`src/rtl/msg_sequencer_pkg.sv`:
```
// Shared definitions for the message sequencer: FSM state encoding and the
// default message length, which must match the contents of the message ROM.
package msg_sequencer_pkg;

  typedef enum logic [1:0] {
    IDLE = 2'd0,
    ADDR = 2'd1,
    LOAD = 2'd2,
    SEND = 2'd3
  } state_t;

  localparam int MSG_LEN_DEFAULT = 39;

endpackage

```
`src/rtl/msg_sequencer.sv`:
```
// Walks a registered message ROM from index 0 to MSG_LEN-1 and offers each
// byte to a UART transmitter over a valid/ready handshake, once per start.
module msg_sequencer
  import msg_sequencer_pkg::*;
#(
  parameter int MSG_LEN = MSG_LEN_DEFAULT,
  parameter int INDEX_W = 6
) (
  input  logic               i_clk,
  input  logic               i_rst,
  input  logic               i_start,
  output logic [INDEX_W-1:0] o_index,
  input  logic [7:0]         i_rom_data,
  output logic [7:0]         o_tx_data,
  output logic               o_tx_valid,
  input  logic               i_tx_ready,
  output logic               o_busy,
  output logic               o_done
);

  // The index register must be able to reach the last message byte.
  if (MSG_LEN < 1 || MSG_LEN > (1 << INDEX_W)) begin : g_bad_params
    $error("msg_sequencer: MSG_LEN must be in 1..2**INDEX_W");
  end

  localparam logic [INDEX_W-1:0] LAST_INDEX = INDEX_W'(MSG_LEN - 1);

  state_t             state, state_next;
  logic [INDEX_W-1:0] index_next;
  logic [7:0]         data_next;
  logic               valid_next;
  logic               done_next;

  always_ff @(posedge i_clk) begin
    if (i_rst) begin
      state      <= IDLE;
      o_index    <= '0;
      o_tx_data  <= 8'h00;
      o_tx_valid <= 1'b0;
      o_done     <= 1'b0;
    end else begin
      state      <= state_next;
      o_index    <= index_next;
      o_tx_data  <= data_next;
      o_tx_valid <= valid_next;
      o_done     <= done_next;
    end
  end

  // ADDR gives the ROM its one cycle of read latency before LOAD samples it.
  always_comb begin
    state_next = state;
    index_next = o_index;
    data_next  = o_tx_data;
    valid_next = o_tx_valid;
    done_next  = 1'b0;
    case (state)
      IDLE: begin
        if (i_start) begin
          index_next = '0;
          state_next = ADDR;
        end
      end
      ADDR: state_next = LOAD;
      LOAD: begin
        data_next  = i_rom_data;
        valid_next = 1'b1;
        state_next = SEND;
      end
      SEND: begin
        if (o_tx_valid && i_tx_ready) begin
          valid_next = 1'b0;
          if (o_index == LAST_INDEX) begin
            done_next  = 1'b1;
            state_next = IDLE;
          end else begin
            index_next = o_index + INDEX_W'(1);
            state_next = ADDR;
          end
        end
      end
      default: state_next = IDLE;
    endcase
  end

  assign o_busy = (state != IDLE);

endmodule

```
`config.mk`:
```
export PLATFORM = sky130hd
export DESIGN_NAME = msg_sequencer
export DESIGN_NICKNAME = d
export VERILOG_FILES = /design/src/rtl/msg_sequencer_pkg.sv /design/src/rtl/msg_sequencer.sv
export SDC_FILE = /design/constraint.sdc
export NUM_CORES = 1
export LEC_CHECK = 0
export ABC_AREA = 0
export CAP_MARGIN = 20
export CORE_MARGIN = 4
export CORE_UTILIZATION = 51
export CTS_BUF_LIST = sky130_fd_sc_hd__clkbuf_4 sky130_fd_sc_hd__clkbuf_8
export CTS_CLUSTER_SIZE = 10
export DETAILED_ROUTE_END_ITERATION = 7
export GPL_TIMING_DRIVEN = 1
export PLACE_DENSITY_LB_ADDON = 0.1
export SETUP_SLACK_MARGIN = 0.1
export SLEW_MARGIN = 5
export SYNTH_ARGS = -nofsm -noshare
export SYNTH_HDL_FRONTEND = slang
export SYNTH_SLANG_ARGS = --single-unit
```
`constraint.sdc`:
```
create_clock -name i_clk -period 2.8 [get_ports i_clk]
set_clock_uncertainty 0.15 [all_clocks]
set_input_delay 0.28 -clock i_clk [delete_from_list [all_inputs] [get_ports i_clk]]
set_output_delay 0.28 -clock i_clk [all_outputs]
set_load 0.005 [all_outputs]
```
==> results.yml, run 1 <==
setup_path:
  r2r_end: "o_index[2]"
  path_delay_family: "simple AND/OR/NAND/NOR gates"
  rrSetupSlack_ns: 0.79
  reg2reg_depth: 5
  critPathMaxStageDelay_ns: 0.48
  cp.required_ns: 2.83
  end_kind: "flip-flop"
  path_buf_inv: 0
  cp.depth: 5
  path_cells: "ha_1 -> and3b_2 -> nand2_1 -> and3_4 -> a41o_1"
  critical_path_class: "flip-flop to flip-flop"
  r2r-start: "state[1]"
  critical_path.endpoint: "o_index[2]"
  crit_fanout: 14
  startpoint: "state[1]"
  cp_data_arrival_time_ns: 2.04
  cp-start-kind: "flip-flop"
  cp_slowest_cell: "ha_1"
sta:
  drv_slew: 0
  setup_viol: 0
  finalHoldViolCount: 0
  max_freq_mhz: 498.5
  min_period_over_period: 0.7164
  fin_setup_tns_ns: 0
  worst_pin_slew_ns: 0.6543
  relSlewSlack: 0.5624
  min_period_ns: 2.006
  grt_setup_unrepaired: "no"
synthesis:
  syn_area_per_cell_um2: 9.545
  yosysUniqueCellTypes: 30
  synth_top_area_cell: "dfxtp_1"
  yosysMostFrequentCell: "dfxtp_1"
  synthTopCellsByArea: "dfxtp_1 (39%), mux2i_1 (8.6%), ha_1 (8.1%)"
  synth_ff_type: "dfxtp_1"
  ys_seq_elements: 18
  synth_nets: 115
  yosys_warnings: 0
  synth_top_cell_area_share: 0.3892
  ys_seq_area_frac: 0.3892
  synth_edf_count: 0
  syn_area_um2: 925.9
  synth_cells: 97
  synth-async-reset-ratio: 0
  synth_commonest_cells: "dfxtp_1 (18), nor2_1 (10), mux2i_1 (8), nand2_1 (8), inv_1 (7)"
clock_network:
  clockRootBuffer: "clkbuf_4"
  cts.repair.resized: 0
  post-cts-setup-buffers: 0
  clockBufferDepth: 2
  clock-sinks: 18
  cts_made_buffers: 3
  cts_hold_buffers: 0
  clk_latency_ns: 0.29
  cts.clk_slew.worst_paths_ns: 0.10
  cts_tree: "yes"
  htreeDepth: 1
final_layout:
  layout-drive-gt1-share: 0.08871
  multi_input_area_um2: 521.8
  antenna_cells: 0
  syn_to_final_growth_pct: 34.19
  seq_area_um2: 360.3
  fillCellCount: 137
  stdcell_count: 149
  utilization: 0.7196
  nNetsFinal: 144
drt:
  antenna_left: 0
  wire_per_inst_um: 13.20
  drt_iter0_drc: 11
  vias_per_cell: 5.329
  first_pass_iters: 4
  finalWirelength_um: 1967
  via_count: 794
  drc: 0
place:
  dp_cells: 146
  dpl.hpwl_um: 1527
  portBuffers: 28
  gp_congestion: 0.8227
job:
  maxCapViolCount: 0
floorplan:
  fp-row-count: 15
  die_area_um2: 2561
  die_w_um: 50.61
  die_y_um: 50.61
  num_io_pins: 29
  start_util: 0.5362
  core_um2: 1727
grt:
  grt_pass1_wl_um: 3318
  grt_max_degree: 20
  antenna_found_initial: 0
  grt_pass1_vias: 795
  globalRouteOverflowTotal: 0
  grt_use_total: 0.1672
status:
  status: "complete, no violations"
worst_hold_path:
  worstHoldPathType: "flip-flop to flip-flop"
pwr:
  p_total_uw: 895.4
  irDropWorstVdd_mv: 0.5888
  power_density_nw_per_um2: 720.7
  leakagePower_nw: 0.4910
-- layout by cell type (no fill, tap or decap), drive strengths merged, types with 2 or more instances in the layout --
cell,n
mux2i,8
clkdlybuf4s50,28
nor2,10
clkbuf,3
dfxtp,18
and3b,2
inv,7
a21oi,5
nand3,5
ha,6
nor3,2
a32o,3
o21ai,4
nand2,8
-- worst min-delay path by stage --
stage,startpoint,slack [ns],to,cells past startpoint
final,o_tx_data[0],0.35,o_tx_data[0],2
after global routing,o_tx_data[3],0.41,o_tx_data[3],2
after CTS,o_tx_data[0],0.36,o_tx_data[0],2
after detailed placement,o_tx_data[0],0.34,o_tx_data[0],2
after global placement,o_tx_data[5],0.33,o_tx_data[5],2
after floorplan,i_rom_data[0],0.28,o_tx_data[0],2
-- state kept, by name (all words and copies together), names as in the netlist --
register and cells:
state 2, o_tx_data 8, o_tx_valid 1, o_done 1, o_index 6
-- where the power goes --
part | internal (mW) | leakage [nW] | switching, mW | total [mW]
clock | 0.0499 | 0.0138 | 0.0748 | 0.125
sequential | 0.301 | 0.146 | 0.0309 | 0.332
combinational | 0.219 | 0.331 | 0.220 | 0.439
-- kinds of logic after synthesis --
group                    after synthesis  synth area share
adder cells (fa/ha/maj)                6           0.08108
buffers and inverters                 11           0.04731
AND/OR/NAND/NOR                       35            0.2122
multiplexers                           8           0.08649
AO/OA/AOI/OAI                         19            0.1838
flip-flops                            18            0.3892
-- worst register-to-register path, delay by kind of cell, from the launching register on --
| family | cells | cell delay, ns |
|---|---|---|
| AND/OR/NAND/NOR | 3 | 0.63 |
| adder cells (fa/ha/maj) | 1 | 0.48 |
| flip-flops | 1 | 0.40 |
| AO/OA/AOI/OAI | 1 | 0.23 |
-- stage by stage --
| step | area [um2] | setup WS (ns) | hold WS (ns) |
|---|---|---|---|
| 5_1_grt | 1242 | 0.6704 | 0.4087 |
| 4_1_cts | 1242 | 0.7800 | 0.3612 |
| 3_5_place_dp | 1220 | 0.8178 | 0.3380 |
| 3_3_place_gp | 1220 | 0.8788 | 0.3281 |
| 2_1_floorplan | 925.9 | 1.112 | 0.2772 |
| 6_report | 1242 | 0.7940 | 0.3544 |
-- routing by layer --
layer  vias to the layer above  global-route usage  share of wire
li1                        406                   -              -
met2                        22              0.2761           0.50
met4                         0             0.08520          0.016
met5                         -                   0              0
met3                         4             0.03858          0.039
met1                       362              0.2007           0.45
-- layout make-up --
type                            count  share of cell area
Multi-Input combinational cell     68              0.4199
Sequential cell                    18              0.2900
Inverter                            7             0.02115
Clock buffer                        3             0.01813
Tap cell                           25             0.02518
Timing Repair Buffer               28              0.2256
Note: power is estimated with default switching activity, not from simulation.
==> run 2, diff against run 1 <==
--- a/config.mk
+++ b/config.mk
@@ -8,7 +8,7 @@
 export ABC_AREA = 0
 export CAP_MARGIN = 20
 export CORE_MARGIN = 4
-export CORE_UTILIZATION = 51
+export CORE_UTILIZATION = 43
 export CTS_BUF_LIST = sky130_fd_sc_hd__clkbuf_4 sky130_fd_sc_hd__clkbuf_8
 export CTS_CLUSTER_SIZE = 10
 export DETAILED_ROUTE_END_ITERATION = 7
==> constraint.sdc (replaced) <==
create_clock -name i_clk -period 1.65 [get_ports i_clk]
set_clock_uncertainty 0.15 [all_clocks]
set_input_delay 0.165 -clock i_clk [delete_from_list [all_inputs] [get_ports i_clk]]
set_output_delay 0.165 -clock i_clk [all_outputs]
set_load 0.005 [all_outputs]
==> results.yml, run 2 (synthesized netlist as in run 1, its figures left out) <==
status:
  status: "complete, no violations"
sta:
  finalHoldViolCount: 0
  worst_pin_slew_ns: 0.3626
  setup_viol: 0
  relSlewSlack: 0.7575
  min_period_ns: 1.619
  max_freq_mhz: 617.8
  grt_setup_unrepaired: "yes"
  drv_slew: 0
  setup_ws_ns: 0.03134
  min_period_over_period: 0.9810
final_layout:
  layout-drive-gt1-share: 0.3022
  syn_to_final_growth_pct: 55.27
  nNetsFinal: 159
  mostFrequentLayoutCells: "clkdlybuf4s50_1 (22), buf_4 (12), nor2_1 (10), dfxtp_1 (10)"
  antenna_cells: 0
  design_area_um2: 1438
  seq_area_um2: 370.4
  stdcell_count: 166
  multi_input_area_um2: 575.6
  top_register: "o_tx_data"
  final_common_cell: "clkdlybuf4s50_1"
  reg_top3: "o_tx_data x8, o_index x6, state x2"
  fillCellCount: 163
  largest_reg_flops: 8
clock_network:
  cts_made_buffers: 3
  clock-sinks: 18
  clk_latency_ns: 0.29
  htreeDepth: 1
  cts_tree: "yes"
  cts.clk_slew.worst_paths_ns: 0.10
  clockRootBuffer: "clkbuf_4"
  cts_hold_buffers: 0
  clockBufferDepth: 2
drt:
  via_count: 851
  drc: 0
  drt_iter0_drc: 14
  first_pass_iters: 4
  wire_per_inst_um: 13.09
  antenna_left: 0
  finalWirelength_um: 2173
  vias_per_cell: 5.127
pwr:
  leakagePower_nw: 0.6171
  combPwrFrac: 0.561
  irDropWorstVdd_mv: 0.8683
  switching_power_uw: 644.6
  p_int_mw: 1.153
  p_total_mw: 1.798
  power_density_nw_per_um2: 1250
  switching_share: 0.3586
  seqPwrFrac: 0.314
  p_clk_frac: 0.125
floorplan:
  die_w_um: 54.40
  fp-row-count: 16
  die_area_um2: 2959
  die_y_um: 54.40
  num_io_pins: 29
  start_util: 0.4625
  core_um2: 2002
place:
  dp_cells: 161
  portBuffers: 28
  pre_cts_ws_ns: -0.01541
  placed_area_um2: 1344
  dpl.hpwl_um: 1650
  gp_congestion: 0.7508
setup_path:
  critPathMaxStageDelay_ns: 0.34
  path_cells: "buf_6 -> ha_4 -> and3b_2 -> a21oi_4 -> nand3_1 -> a32o_1"
  cp_data_arrival_time_ns: 1.67
  cp_slowest_cell: "dfxtp_2"
  critical_path_class: "flip-flop to flip-flop"
  crit_fanout: 7
  cp.required_ns: 1.70
  reg2reg_depth: 6
  end_kind: "flip-flop"
  cp-start-kind: "flip-flop"
grt:
  grt_pass1_wl_um: 3712
  antenna_found_initial: 0
  grt_pass1_vias: 877
  globalRouteOverflowTotal: 0
  grt_use_total: 0.1752
  grt_max_degree: 13
worst_hold_path:
  worstHoldPathType: "input pin to flip-flop"
  holdPathStages: 3
job:
  maxCapViolCount: 0
==> run 2: changes by cell type in the layout (fill, tap and decap cells not counted), sizes merged <==
cell,before,now
dlymetal6s2s,0,1
buf,0,15
dlygate4sd2,0,5
clkdlybuf4s50,28,22
==> run 2: path summary, 6_finish.rpt <==
path	start	to	slack, ns
max	state[0]	o_index[3]	0.03
min reg2reg	o_tx_data[4]	o_tx_data[4]	0.36
min	i_rom_data[7]	o_tx_data[7]	0.33
max reg2reg	state[0]	o_index[3]	0.03
==> run 2: metrics by stage <==
| stage | utilization | TNS [ns] | hold WS (ns) |
|---|---|---|---|
| finish | 0.7181 | 0 | 0.3267 |
| global route | 0.7181 | -0.1384 | 0.3241 |
| CTS | 0.7038 | 0 | 0.3122 |
| detailed placement | 0.6713 | -0.01541 | 0.3366 |
| global placement | 0.6713 | 0 | 0.3213 |
| floorplan | - | 0 | 0.1622 |
==> run 2: power by group through the flow <==
stage / registers, mW / logic (mW) / clock network, mW
global placement: 0.567 / 0.875 / 0
floorplan: 0.574 / 0.501 / 0
CTS: 0.563 / 0.972 / 0.234
detailed placement: 0.570 / 0.889 / 0
finish: 0.565 / 1.01 / 0.224
global route: 0.581 / 1.11 / 0.251
==> run 2: layer usage <==
layer	global-route usage	up-vias	share of wire
li1	-	432	-
met1	0.2096	396	0.47
met2	0.2769	21	0.47
met3	0.05450	2	0.060
met4	0.09544	0	0.0060
met5	0	-	0
==> run 2: area by class of cell <==
type,count,share of cell area
clock buffer,3,0.01567
inverter,7,0.01828
multi-input combinational,68,0.4003
sequential,18,0.2576
tap,27,0.02350
timing repair buffer,43,0.2846
==> run 2: timing repair <==
action | 4_1_cts | 5_1_grt
pin swaps | 7 | 4
gates resized for setup | 14 | 9
hold endpoints to repair | 0 | 0
buffers inserted | 2 | 0
endpoints found under the setup margin | 13 | 18
==> run 2: critical path, delay by kind of cell, from the launching register on <==
kind | cells | cell delay, ns
AOI/OAI and AO/OA | 2 | 0.42
adders and majority gates | 1 | 0.17
buffers and inverters | 1 | 0.11
DFF | 1 | 0.34
and+or+nand+nor | 2 | 0.33
==> run 3, diff against run 2 <==
--- a/config.mk
+++ b/config.mk
@@ -8,7 +8,7 @@
 export ABC_AREA = 0
 export CAP_MARGIN = 20
 export CORE_MARGIN = 4
-export CORE_UTILIZATION = 43
+export CORE_UTILIZATION = 35
 export CTS_BUF_LIST = sky130_fd_sc_hd__clkbuf_4 sky130_fd_sc_hd__clkbuf_8
 export CTS_CLUSTER_SIZE = 10
 export DETAILED_ROUTE_END_ITERATION = 7
==> results.yml, run 3 (synthesized netlist as in run 1, its figures left out) <==
drt:
  wire_per_inst_um: 13.07
  first_pass_iters: 4
  drc: 0
  drt_iter0_drc: 30
  via_count: 870
  vias_per_cell: 4.971
  antenna_left: 0
  finalWirelength_um: 2288
pwr:
  irDropWorstVdd_mv: 0.8060
  leakagePower_nw: 0.6318
  power_density_nw_per_um2: 1293
  p_total_mw: 1.951
final_layout:
  final_common_cell: "clkdlybuf4s50_1"
  top_register: "o_tx_data"
  nNetsFinal: 164
  stdcell_count: 175
  design_area_um2: 1509
  reg_top3: "o_tx_data x8, o_index x6, state x2"
  antenna_cells: 0
  layout-drive-gt1-share: 0.3310
  mostFrequentLayoutCells: "clkdlybuf4s50_1 (23), buf_4 (16), dfxtp_1 (10), nor2_1 (9)"
  syn_to_final_growth_pct: 62.97
  largest_reg_flops: 8
sta:
  setup_viol: 0
  min_period_over_period: 0.9739
  min_period_ns: 1.607
  grt_setup_unrepaired: "yes"
  fin_setup_tns_ns: 0
  finalHoldViolCount: 0
  relSlewSlack: 0.7566
  worst_pin_slew_ns: 0.3639
  max_freq_mhz: 622.3
  whs_ns: 0.3292
  drv_slew: 0
setup_path:
  cp_data_arrival_time_ns: 1.65
  reg2reg_depth: 6
  crit_fanout: 4
  cp-start-kind: "flip-flop"
  critical_path_class: "flip-flop to flip-flop"
  cp.required_ns: 1.69
  end_kind: "flip-flop"
status:
  status: "complete, no violations"
grt:
  globalRouteOverflowTotal: 0
  grt_max_degree: 11
  grt_pass1_vias: 853
  antenna_found_initial: 0
  grt_use_total: 0.1416
  grt_pass1_wl_um: 3760
floorplan:
  die_w_um: 59.44
  core_um2: 2500
  num_io_pins: 29
  fp-row-count: 18
  start_util: 0.3704
  die_area_um2: 3533
  die_y_um: 59.44
worst_hold_path:
  worstHoldPathType: "input pin to flip-flop"
  holdPathStages: 3
place:
  dpl.hpwl_um: 1605
  dp_cells: 164
  gp_congestion: 0.7250
  placed_area_um2: 1335
  portBuffers: 28
clock_network:
  cts.clk_slew.worst_paths_ns: 0.11
  cts_tree: "yes"
  htreeDepth: 1
  clockBufferDepth: 2
  clock-sinks: 18
  cts_made_buffers: 3
  clockRootBuffer: "clkbuf_4"
  clk_latency_ns: 0.29
job:
  maxCapViolCount: 0
-- run 3: report_power, final --
part | leakage [nW] | total [mW] | internal, mW | switching, mW
Sequential | 0.150 | 0.567 | 0.523 | 0.0446
Combinational | 0.461 | 1.11 | 0.612 | 0.497
Clock | 0.0210 | 0.274 | 0.134 | 0.140
-- run 3: routing by layer --
layer | global-route usage | vias to the layer above | share of wire
li1 | - | 441 | -
met5 | 0 | - | 0
met2 | 0.2668 | 25 | 0.53
met1 | 0.1500 | 402 | 0.40
met3 | 0.03486 | 2 | 0.062
met4 | 0.04854 | 0 | 0.0083
-- run 3: cell type report --
type | count | area, um2
flip-flops and latches | 18 | 372.9
clock buffers | 4 | 36.28
inverters | 7 | 26.28
multi-input cells | 68 | 589.3
well taps | 30 | 37.54
fillers | 218 | 991.0
repair buffers | 48 | 446.7
-- run 3: final timing paths --
check | start | to | slack (ns)
worst max-delay path | state[1] | o_index[5] | 0.04
worst min-delay path | i_rom_data[7] | o_tx_data[7] | 0.33
worst max register to register | state[1] | o_index[5] | 0.04
worst min register to register | o_tx_data[3] | o_tx_data[3] | 0.35
-- run 3: repair_timing --
action | in CTS | in global routing
pin swaps | 9 | 8
resized for setup | 14 | 14
hold buffers | 0 | 0
setup endpoints to repair | 13 | 20
setup buffers | 5 | 2
-- run 3: worst max-delay path, cell delays in order, from the launching register on --
cell	delay (ns)
dfxtp_4	0.36
buf_6	0.11
ha_4	0.16
and3b_2	0.24
a21oi_4	0.15
nand3_1	0.09
a32o_1	0.24
-- run 3: stage by stage --
| stage | utilization | setup slack, ns |
|---|---|---|
| after floorplan | - | 0.1069 |
| after global placement | 0.5340 | 0.01839 |
| after detailed placement | 0.5340 | -0.002494 |
| after CTS | 0.5731 | 0.02294 |
| after global routing | 0.6036 | -0.01566 |
| final | 0.6036 | 0.04313 |
